==> src/rtl/lcd_arb_pkg.sv <==
// Shared types and constants for the LCD command arbiter: FSM states,
// the {rs, rw, data} command word and the default post-command hold time.
package lcd_arb_pkg;

  typedef enum logic [1:0] {
    IDLE  = 2'd0,
    ISSUE = 2'd1,
    HOLD  = 2'd2
  } state_t;

  typedef struct packed {
    logic       rs;
    logic       rw;
    logic [7:0] data;
  } lcd_cmd_t;

  // 50 * 35 controller cycles plus a 2-cycle margin
  localparam int HOLD_CYCLES_DEF = 1752;

  function automatic int max_int(input int a, input int b);
    return (a > b) ? a : b;
  endfunction

endpackage

==> src/rtl/lcd_rr_arb.sv <==
// Two-way round-robin pick: a lone requester always wins; on a tie the
// requester that was not served last wins.
module lcd_rr_arb (
  input  logic [1:0] req,
  input  logic       last,
  output logic       winner,
  output logic       valid
);

  assign valid  = |req;
  assign winner = req[1] & (~req[0] | ~last);

endmodule

==> src/rtl/lcd_cmd_arbiter.sv <==
// Arbitrates two command sources onto one LCD controller with a fixed hold
// time per command. Optional busy timeout flag enabled by LCD_ARB_TIMEOUT_EN.
module lcd_cmd_arbiter
  import lcd_arb_pkg::*;
#(
  parameter int HOLD_CYCLES    = HOLD_CYCLES_DEF,
  parameter int TIMEOUT_CYCLES = 32768
) (
  input  logic       clk,
  input  logic       rst_n,
  input  logic [1:0] req,
  input  logic [9:0] cmd0,
  input  logic [9:0] cmd1,
  output logic [1:0] ack,
  input  logic       lcd_busy,
  output logic       lcd_enable,
  output logic [9:0] lcd_bus,
  output logic       active,
  output logic       grant_id,
  output logic       err
);

  localparam int CNT_MAX = max_int(HOLD_CYCLES, TIMEOUT_CYCLES);
  localparam int CW      = $clog2(CNT_MAX + 1);
  localparam logic [CW-1:0] HOLD_LAST = CW'(HOLD_CYCLES - 1);

  state_t        state_reg, state_next;
  logic [CW-1:0] cnt_reg, cnt_next;
  lcd_cmd_t      bus_reg, bus_next;
  logic          grant_reg, grant_next;
  logic          last_reg, last_next;
  logic [1:0]    ack_reg, ack_next;
  logic [1:0]    eff_req;
  logic          arb_winner;
  logic          arb_valid;

  // The requester being acked still holds req this cycle; hide it so it is
  // not granted a second time for the same command.
  assign eff_req = req & ~ack_reg;

  lcd_rr_arb u_rr (
    .req    (eff_req),
    .last   (last_reg),
    .winner (arb_winner),
    .valid  (arb_valid)
  );

`ifdef LCD_ARB_TIMEOUT_EN
  localparam logic [CW-1:0] TIMEOUT_LAST = CW'(TIMEOUT_CYCLES - 1);
  logic err_reg, err_next;
`endif

  always_ff @(posedge clk or negedge rst_n) begin
    if (!rst_n) begin
      state_reg <= IDLE;
      cnt_reg   <= '0;
      bus_reg   <= '0;
      grant_reg <= 1'b0;
      last_reg  <= 1'b1;
      ack_reg   <= 2'b00;
`ifdef LCD_ARB_TIMEOUT_EN
      err_reg   <= 1'b0;
`endif
    end else begin
      state_reg <= state_next;
      cnt_reg   <= cnt_next;
      bus_reg   <= bus_next;
      grant_reg <= grant_next;
      last_reg  <= last_next;
      ack_reg   <= ack_next;
`ifdef LCD_ARB_TIMEOUT_EN
      err_reg   <= err_next;
`endif
    end
  end

  always_comb begin
    state_next = state_reg;
    cnt_next   = cnt_reg;
    bus_next   = bus_reg;
    grant_next = grant_reg;
    last_next  = last_reg;
    ack_next   = 2'b00;
`ifdef LCD_ARB_TIMEOUT_EN
    err_next   = err_reg;
`endif
    case (state_reg)
      IDLE: begin
`ifdef LCD_ARB_TIMEOUT_EN
        // Counter saturates on the last timeout cycle; err is sticky.
        if (lcd_busy && (req != 2'b00)) begin
          if (cnt_reg == TIMEOUT_LAST) begin
            err_next = 1'b1;
          end else begin
            cnt_next = cnt_reg + 1'b1;
          end
        end else begin
          cnt_next = '0;
        end
`endif
        if (!lcd_busy && arb_valid) begin
          state_next = ISSUE;
          bus_next   = arb_winner ? lcd_cmd_t'(cmd1) : lcd_cmd_t'(cmd0);
          grant_next = arb_winner;
          last_next  = arb_winner;
        end
      end
      ISSUE: begin
        state_next = HOLD;
        cnt_next   = '0;
      end
      HOLD: begin
        if (cnt_reg == HOLD_LAST) begin
          state_next = IDLE;
          cnt_next   = '0;
          ack_next   = grant_reg ? 2'b10 : 2'b01;
        end else begin
          cnt_next = cnt_reg + 1'b1;
        end
      end
      default: begin
        state_next = IDLE;
        cnt_next   = '0;
      end
    endcase
  end

  assign lcd_enable = (state_reg == ISSUE);
  assign active     = (state_reg != IDLE);
  assign lcd_bus    = bus_reg;
  assign grant_id   = grant_reg;
  assign ack        = ack_reg;

`ifdef LCD_ARB_TIMEOUT_EN
  assign err = err_reg;
`else
  assign err = 1'b0;
`endif

endmodule

==> config.mk <==
export PLATFORM = sky130hd
export DESIGN_NAME = lcd_cmd_arbiter
export DESIGN_NICKNAME = d
export VERILOG_FILES = /design/src/rtl/lcd_arb_pkg.sv /design/src/rtl/lcd_rr_arb.sv /design/src/rtl/lcd_cmd_arbiter.sv
export SDC_FILE = /design/constraint.sdc
export NUM_CORES = 1
export LEC_CHECK = 0
export BUFFER_PORTS_ARGS = -buffer_cell sky130_fd_sc_hd__buf_2
export CORE_MARGIN = 5
export CORE_UTILIZATION = 40
export DETAILED_ROUTE_END_ITERATION = 7
export PLACE_DENSITY = 0.74
export SKIP_CTS_REPAIR_TIMING = 1
export SLEW_MARGIN = 25
export SYNTH_ARGS = -nofsm -noshare
export SYNTH_HDL_FRONTEND = slang
export SYNTH_HIERARCHICAL = 1
export SYNTH_SLANG_ARGS = --single-unit
==> constraint.sdc <==
create_clock -name clk -period 3.99 [get_ports clk]
set_input_delay 0.1995 -clock clk [delete_from_list [all_inputs] [get_ports clk]]
set_output_delay 0.1995 -clock clk [all_outputs]
set_load 0.01 [all_outputs]
==> results of run 1 <==
layout make-up:
class                           instances  area share
Timing Repair Buffer                   43      0.1120
Clock inverter                          3    0.009334
Sequential cell                        32      0.3989
Inverter                                6     0.01120
Clock buffer                            5     0.03423
Multi-Input combinational cell        127      0.4032
Tap cell                               50     0.03111
power by group:
| part | total, mW | switching, mW | leakage [nW] | internal [mW] |
|---|---|---|---|---|
| Clock | 0.246 | 0.125 | 0.0479 | 0.121 |
| Combinational | 0.386 | 0.227 | 0.424 | 0.159 |
| Sequential | 0.476 | 0.0653 | 0.406 | 0.411 |
| Total | 1.11 | 0.417 | 0.878 | 0.691 |
final timing paths:
kind,slack [ps],from,endpoint
min reg2reg,470,grant_id,ack[0]
max reg2reg,1770,cnt_reg[0],state_reg[1]
max,1770,cnt_reg[0],state_reg[1]
min,-40,rst_n,cnt_reg[2]
min in group clk,200,cmd0[3],lcd_bus[3]
max in group asynchronous,3570,rst_n,cnt_reg[9]
synthesized netlist by cell type, drive strengths merged (6+ instances only):
library cell  count
mux2i            13
buf               7
nand2            12
a21oi            12
nand3             9
nand4             9
a31oi            13
o21ai             9
inv               6
dfrtp            31
nor2             12
stage by stage:
step,power (mW),instance area (um2)
finish,1.108,2011
global route,1.193,2011
CTS,1.124,2011
detailed placement,0.8732,1923
global placement,0.8618,1923
floorplan,0.7244,1689
logic make-up after synthesis:
| group | Yosys count |
|---|---|
| and+or+nand+nor | 70 |
| xor gates and xnor gates | 1 |
| other | 1 |
| adders and majority gates | 1 |
| DFF | 32 |
| buffers and inverters | 17 |
| muxes | 13 |
| AOI/OAI and AO/OA | 41 |
metal layers:
layer / global-route usage / vias up
met5: 0 / -
met4: 0.06324 / 0
met3: 0.04673 / 5
met2: 0.2418 / 31
met1: 0.1866 / 687
li1: - / 729
==> reports/metrics.yaml, run 1 <==
synth_top_family_by_area: "simple AND/OR/NAND/NOR gates"
rsz0062_at_grt: "no"
synth_compound_area_frac: 0.1437
wl_met2_um: 1990
dieArea_um2: 5623
cts_tree: "built"
clkLatencyLatePin_ps: 290
multiInputGateArea_um2: 810.8
synthAdderAreaFrac: 0.007407
gp_congestion: 0.8841
fp.dieW_um: 74.99
final_core_util: 0.4955
start_util: 0.4163
ir_drop_mv: 0.2241
cts_made_buffers: 5
synth_top_cell_area_share: 0.4593
setup_tns_ps: 0
grtUsageTotal: 0.1503
seq_area_um2: 802.0
cpPeakStageDelay_ps: 710
post-route-period-util: 0.5552
nets: 241
clk_pin_slew_ps: 70
layout_commonest_cell: "buf_2"
slew-limit-headroom: 0.3838
antenna_found_initial: 0
synth_xor_area_frac: 0.005185
cts-root-buf: "clkbuf_8"
instances_no_fill: 266
failed_checks: "negative hold slack"
viasPerCell: 5.459
syn-num-nets: 202
port_buffers: 39
ys_top_cells_by_area: "dfrtp_1, mux2i_1, a31oi_1"
cts_max_level: 2
crit_chain: "ha_1, and4_1, nand4_1, nand2_1, o21ai_0"
yosysSeqAreaShare: 0.4748
gr-total-overflow: 0
drive_gt1_frac: 0.2593
whs_ps: -38.36
syn-mean-instance-area_um2: 9.597
highest_layer: "met4"
place_ws_ps: 1777
num_vias: 1452
cp_num_buf_inv: 0
first_pass_iters: 4
totalWireLength_um: 3815
max_cap_violations: 0
syn_inst: 176
synth_cell_types: 42
synth_edf_count: 0
syn_area_um2: 1689
grt_pass1_vias: 1374
diodes: 0
areaGrowthSynthToFinish_pct: 19.04
wl_met1_um: 1640
critPathTopFamily: "simple AND/OR/NAND/NOR gates"
tightest_slew_ps: 921.6
fill_cells: 377
critPathSlowestCell: "nand4_1"
power_density_nw_per_um2: 551.1
dr_wl_met3_um: 133
clock-sinks: 32
yosysWarnings: 6
largest_reg_flops: 16
worstPathRequired_ps: 4140
synth-main-ff-cell: "dfrtp_1"
hold_class: "input pin to async pin"
drv_slew: 0
async_flop_share: 1.000
worstPathMaxFanout: 24
grt_start_max_net_pins: 33
cp.arrival_ps: 2370
hold_viol: 31
core_um2: 4058
rr_worst_depth: 5
crit_cells: 5
final_cell_mix: "buf_2, dfrtp_1, a31oi_1, mux2i_1"
fin_worst_skew_ps: 6.734
drc: 0
startpoint_type: "flip-flop"
end_kind: "flip-flop"
period_needed_ps: 2215
status: "finished, violations left"
ant_nets: 0
worstSetupPathType: "flip-flop to flip-flop"
rows: 23
muxShareOfSynthArea: 0.07704
leakagePower_nw: 0.8776
fin_ws_ps: 1775
die_h_um: 74.99
placed_cells: 258
ys_ff_latch: 32
drt_iter0_markers: 88
finalSetupViolCount: 0
pin_count: 41
hpwlAfterDp_um: 2764
yosysTopAreaCell: "dfrtp_1"
fmax_ghz: 0.4514
wire_per_inst_um: 14.34
cts_buffer_depth: 2
synth-simple-area-share: 0.2444
grt_first_pass_wirelength_um: 6341
Note: power is estimated with default switching activity, not from simulation.
==> inputs of run 2 (changes only) <==
Settings changed: PLACE_DENSITY 0.74 to 0.76.
Clock period 3.99 ns to 1.9 ns, I/O delays scaled along.
==> run 2 against run 1 <==
  * The flow now finishes without violations
  * Routed wire length is 3.0% higher
  * Worst setup slack got worse by 1600 ps
  * Non-clock buffer count grew 4
  * Cell count increased by 1.5%
  * First-iteration DRC count is 27% lower
  * Maximum frequency rose by 30%
  * Worst hold slack improved by 140 ps
  * Sequential share of layout area decreased by 1.1 points
  * Critical endpoint is now cnt_reg[12]
==> reports/metrics.yaml, run 2 (synthesis results as in run 1) <==
rows: 23
largest_reg_flops: 16
cts_max_level: 2
drive_gt1_frac: 0.2682
timing.rr.start: "cnt_reg[0]"
final_core_util: 0.5094
cts-root-buf: "clkbuf_8"
design_area_um2: 2067
hold_class: "input pin to flip-flop"
gp_congestion: 0.8754
ir_drop_mv: 0.5463
drc: 0
start_util: 0.4163
grt_pass1_vias: 1388
period_needed_ps: 1709
grt_start_max_net_pins: 33
nets: 245
first_pass_iters: 4
worstSetupPathType: "flip-flop to flip-flop"
power_density_nw_per_um2: 1190
totalWireLength_um: 3930
clkLatencyLatePin_ps: 290
place_ws_ps: 241.1
pin_count: 41
drt_iter0_markers: 64
crit_path_end: "cnt_reg[12]"
dpl_cell_area_um2: 1946
end_kind: "flip-flop"
viasPerCell: 5.441
die_h_um: 74.99
clk_pin_slew_ps: 70
fin_ws_ps: 190.6
wire_per_inst_um: 14.56
gr-total-overflow: 0
grt_first_pass_wirelength_um: 6272
antenna_found_initial: 0
slew-limit-headroom: 0.5417
cts_buffer_depth: 2
core_um2: 4058
fin_worst_skew_ps: 7.803
startpoint_type: "flip-flop"
fmax_ghz: 0.5850
post-route-period-util: 0.8997
layout_commonest_cell: "buf_2"
max_cap_violations: 0
grtUsageTotal: 0.1505
crit_start: "cnt_reg[0]"
leakagePower_nw: 0.9017
r2r_end: "cnt_reg[12]"
status: "complete, no violations"
worstPathMaxFanout: 5
cts_tree: "built"
hold_viol: 0
num_vias: 1469
setup_tns_ps: 0
clock-sinks: 32
final_cell_mix: "buf_2, dfrtp_1, a31oi_1, mux2i_1"
reg2reg_slack_ps: 190
worstPathRequired_ps: 2120
rsz0062_at_grt: "no"
port_buffers: 39
fp.dieW_um: 74.99
power.total_mw: 2.459
drv_slew: 0
dieArea_um2: 5623
cp.arrival_ps: 1930
tightest_slew_ps: 687.5
cts_made_buffers: 5
rr_worst_depth: 5
finalSetupViolCount: 0
ant_nets: 0
areaGrowthSynthToFinish_pct: 22.37
diodes: 0
hpwlAfterDp_um: 2772
-- run 2: area by class of cell --
type,count,area (um2)
fill,372,1991
multi-input combinational,127,810.8
clock inverter,3,42.54
sequential,32,802.0
timing repair buffer,47,257.7
tap,50,62.56
clock buffer,5,68.82
inverter,6,22.52
-- run 2: worst min-delay path by stage --
| stage | cells past startpoint | endpoint | slack, ps | from |
|---|---|---|---|---|
| floorplan | 0 | ack[0] | -200 | rst_n |
| global placement | 1 | cnt_reg[0] | 180 | rst_n |
| detailed placement | 1 | cnt_reg[15] | 180 | rst_n |
| CTS | 1 | cnt_reg[8] | -130 | rst_n |
| global route | 3 | lcd_bus[0] | 110 | cmd1[0] |
| finish | 3 | lcd_bus[2] | 100 | cmd0[2] |
-- run 2: through the flow --
stage          hold WS [ps]  std cells
2_1_floorplan        -200.6        176
3_3_place_gp          178.3        261
3_5_place_dp          184.7        261
4_1_cts              -126.5        269
5_1_grt               109.9        270
6_report              102.6        270
-- run 2: critical path, stage by stage, from the launching register on --
cell and delay (ps):
dfrtp_1 400, ha_1 220, and2_0 260, nand4_4 140
or4b_1 480, a21oi_1 150
-- run 2: report_power, final --
part	leakage, nW	switching, mW	internal, mW	total [mW]
clock network	0.0541	0.254	0.387	0.642
logic	0.441	0.487	0.336	0.823
registers	0.406	0.131	0.863	0.994
total	0.902	0.872	1.59	2.46
-- run 2: metal layers --
metal	vias to the layer above	part of all wire	routed length, um	global-route usage
met5	-	0	0	0
met4	0	0.024	93	0.1008
met3	10	0.042	164	0.03071
met2	40	0.51	1990	0.2331
met1	677	0.43	1680	0.1890
li1	742	-	-	-
==> inputs of run 3 (changes only) <==
Settings changed: ABC_AREA set to 1, PLACE_DENSITY 0.76 to 0.75.
==> run 3 against run 2 <==
  * Synthesized area grew 7.3%
  * Maximum frequency increased by 15%
  * Clock-buffer cell count up 1
  * Sequential share of layout area down 1.9 points
  * Critical endpoint is now active
  * Highest routed layer unchanged
==> reports/metrics.yaml, run 3 <==
status: "complete, no violations"
period_needed_ps: 1480
drt_iter0_markers: 117
fin_worst_skew_ps: 3.092
areaGrowthSynthToFinish_pct: 19.96
clock-sinks: 32
worstSetupPathType: "flip-flop to output port"
viasPerCell: 5.031
grtUsageTotal: 0.1454
fp.dieW_um: 77.30
crit_chain: "nor2_4, buf_4, inv_1, buf_2"
syn_area_um2: 1812
startpoint_type: "flip-flop"
drv_slew: 0
leakagePower_nw: 1.056
syn-num-nets: 254
fill_cells: 403
num_vias: 1640
placed_cells: 317
critPathTopFamily: "buffers and inverters"
ir_drop_mv: 0.8077
end_kind: "output port"
diodes: 0
seq_area_um2: 802.0
setup_tns_ps: 0
rows: 24
yosysSeqAreaShare: 0.4427
synth_cell_types: 30
fmax_ghz: 0.6757
yosysTopAreaCell: "dfrtp_1"
ys_ff_latch: 32
drive_gt1_frac: 0.2555
yosysWarnings: 6
finalSetupViolCount: 0
wire_per_inst_um: 12.34
multiInputGateArea_um2: 873.3
first_pass_iters: 5
gr-total-overflow: 0
core_um2: 4384
drc: 0
synth_most_common_cell: "nand2_1"
hpwlAfterDp_um: 2991
slew-limit-headroom: 0.5385
clkLatencyLatePin_ps: 290
syn-mean-instance-area_um2: 7.946
max_cap_violations: 0
gp_congestion: 0.9130
port_buffers: 39
grt_start_max_net_pins: 33
grt_first_pass_wirelength_um: 7024
clk_pin_slew_ps: 70
antenna_found_initial: 0
critPathSlowestCell: "dfrtp_1"
hold_class: "input pin to flip-flop"
cts_max_level: 2
ant_nets: 0
async_flop_share: 1.000
die_h_um: 77.30
cts_made_buffers: 5
cpPeakStageDelay_ps: 430
rsz0062_at_grt: "no"
nets: 299
worstPathRequired_ps: 1800
tightest_slew_ps: 692.3
start_util: 0.4132
power.total_mw: 2.457
final_cell_mix: "nand2_1, buf_2, nor2_1"
syn_inst: 228
layout_commonest_cell: "nand2_1"
cts_tree: "built"
totalWireLength_um: 4022
grt_pass1_vias: 1543
hold_viol: 0
cts-root-buf: "clkbuf_8"
instances_no_fill: 326
dieArea_um2: 5975
largest_reg_flops: 16
cp_num_buf_inv: 3
cts_buffer_depth: 2
synth_top_cell_area_share: 0.4282
cp.arrival_ps: 1380
ys_top_cells_by_area: "dfrtp_1, nand2_1, nor2_1"
power_density_nw_per_um2: 1130
synth_edf_count: 0
pin_count: 41
synth-main-ff-cell: "dfrtp_1"
synthTopCellsByCount: "nand2_1, nor2_1, dfrtp_1"
post-route-period-util: 0.7789
reg2reg_slack_ps: 470
worstPathMaxFanout: 14
-- run 3: cell types whose count changed in the layout (fill, tap and decap cells not counted), sizes merged, moves of 4 or more --
| cell | change |
|---|---|
| a31oi | -13 |
| inv | +18 |
| nand2 | +40 |
| nand3 | +13 |
| nor2 | +30 |
| nor4 | -4 |
-- run 3: cell type report --
class	instances	area share
clock buffers	6	0.03339
clock inverters	2	0.01612
inverters	24	0.04145
multi-input cells	166	0.4018
flip-flops and latches	32	0.3690
well taps	52	0.02994
repair buffers	44	0.1082
-- run 3: power by group --
part	total (mW)	internal, mW	leakage, nW	switching (mW)
combinational	0.833	0.325	0.596	0.508
clock	0.644	0.389	0.0552	0.255
sequential	0.980	0.856	0.405	0.123
total	2.46	1.57	1.06	0.886
-- run 3: kinds of logic (layout without fill, tap and decap cells) --
kind of cell / after synthesis / after routing / share of synthesized area
compound gates: 26 / 26 / 0.09254
xor+xnor: 3 / 3 / 0.01451
fa+ha+maj: 1 / 1 / 0.006905
buf+inv: 30 / 76 / 0.07527
flops: 32 / 32 / 0.4427
mux: 10 / 10 / 0.05525
other cells: 1 / 1 / 0.002070
simple gates: 125 / 125 / 0.3108
-- run 3: final timing paths --
| kind | from | end | cells after the start |
|---|---|---|---|
| setup / recovery | state_reg[1] | active | 4 |
| hold / removal | cmd0[4] | lcd_bus[4] | 3 |
| setup reg to reg | cnt_reg[0] | cnt_reg[0] | 8 |
| hold reg to reg | grant_id | ack[0] | 1 |
| max in group asynchronous | rst_n | cnt_reg[11] | 2 |
| min in group asynchronous | rst_n | cnt_reg[2] | 2 |
-- run 3: tightest hold or removal path: stages --
cell     delay, ps
buf_2           70
mux2i_1         60
a21oi_2        100
-- run 3: through the flow --
step	hold WS, ps	util	setup slack, ps	instance area, um2
after floorplan	-200.6	-	485.0	1812
after global placement	190.0	0.4689	502.5	2056
after detailed placement	192.3	0.4689	486.3	2056
after CTS	-116.3	0.4934	402.0	2163
after global routing	80.86	0.4957	305.2	2173
final	85.61	0.4957	420.0	2173
-- run 3: metal layers --
layer	up-vias	GRT usage	share of wire
li1	828	-	-
met1	738	0.1869	0.46
met2	65	0.2155	0.44
met3	9	0.06440	0.085
met4	0	0.05326	0.022
met5	-	0	0
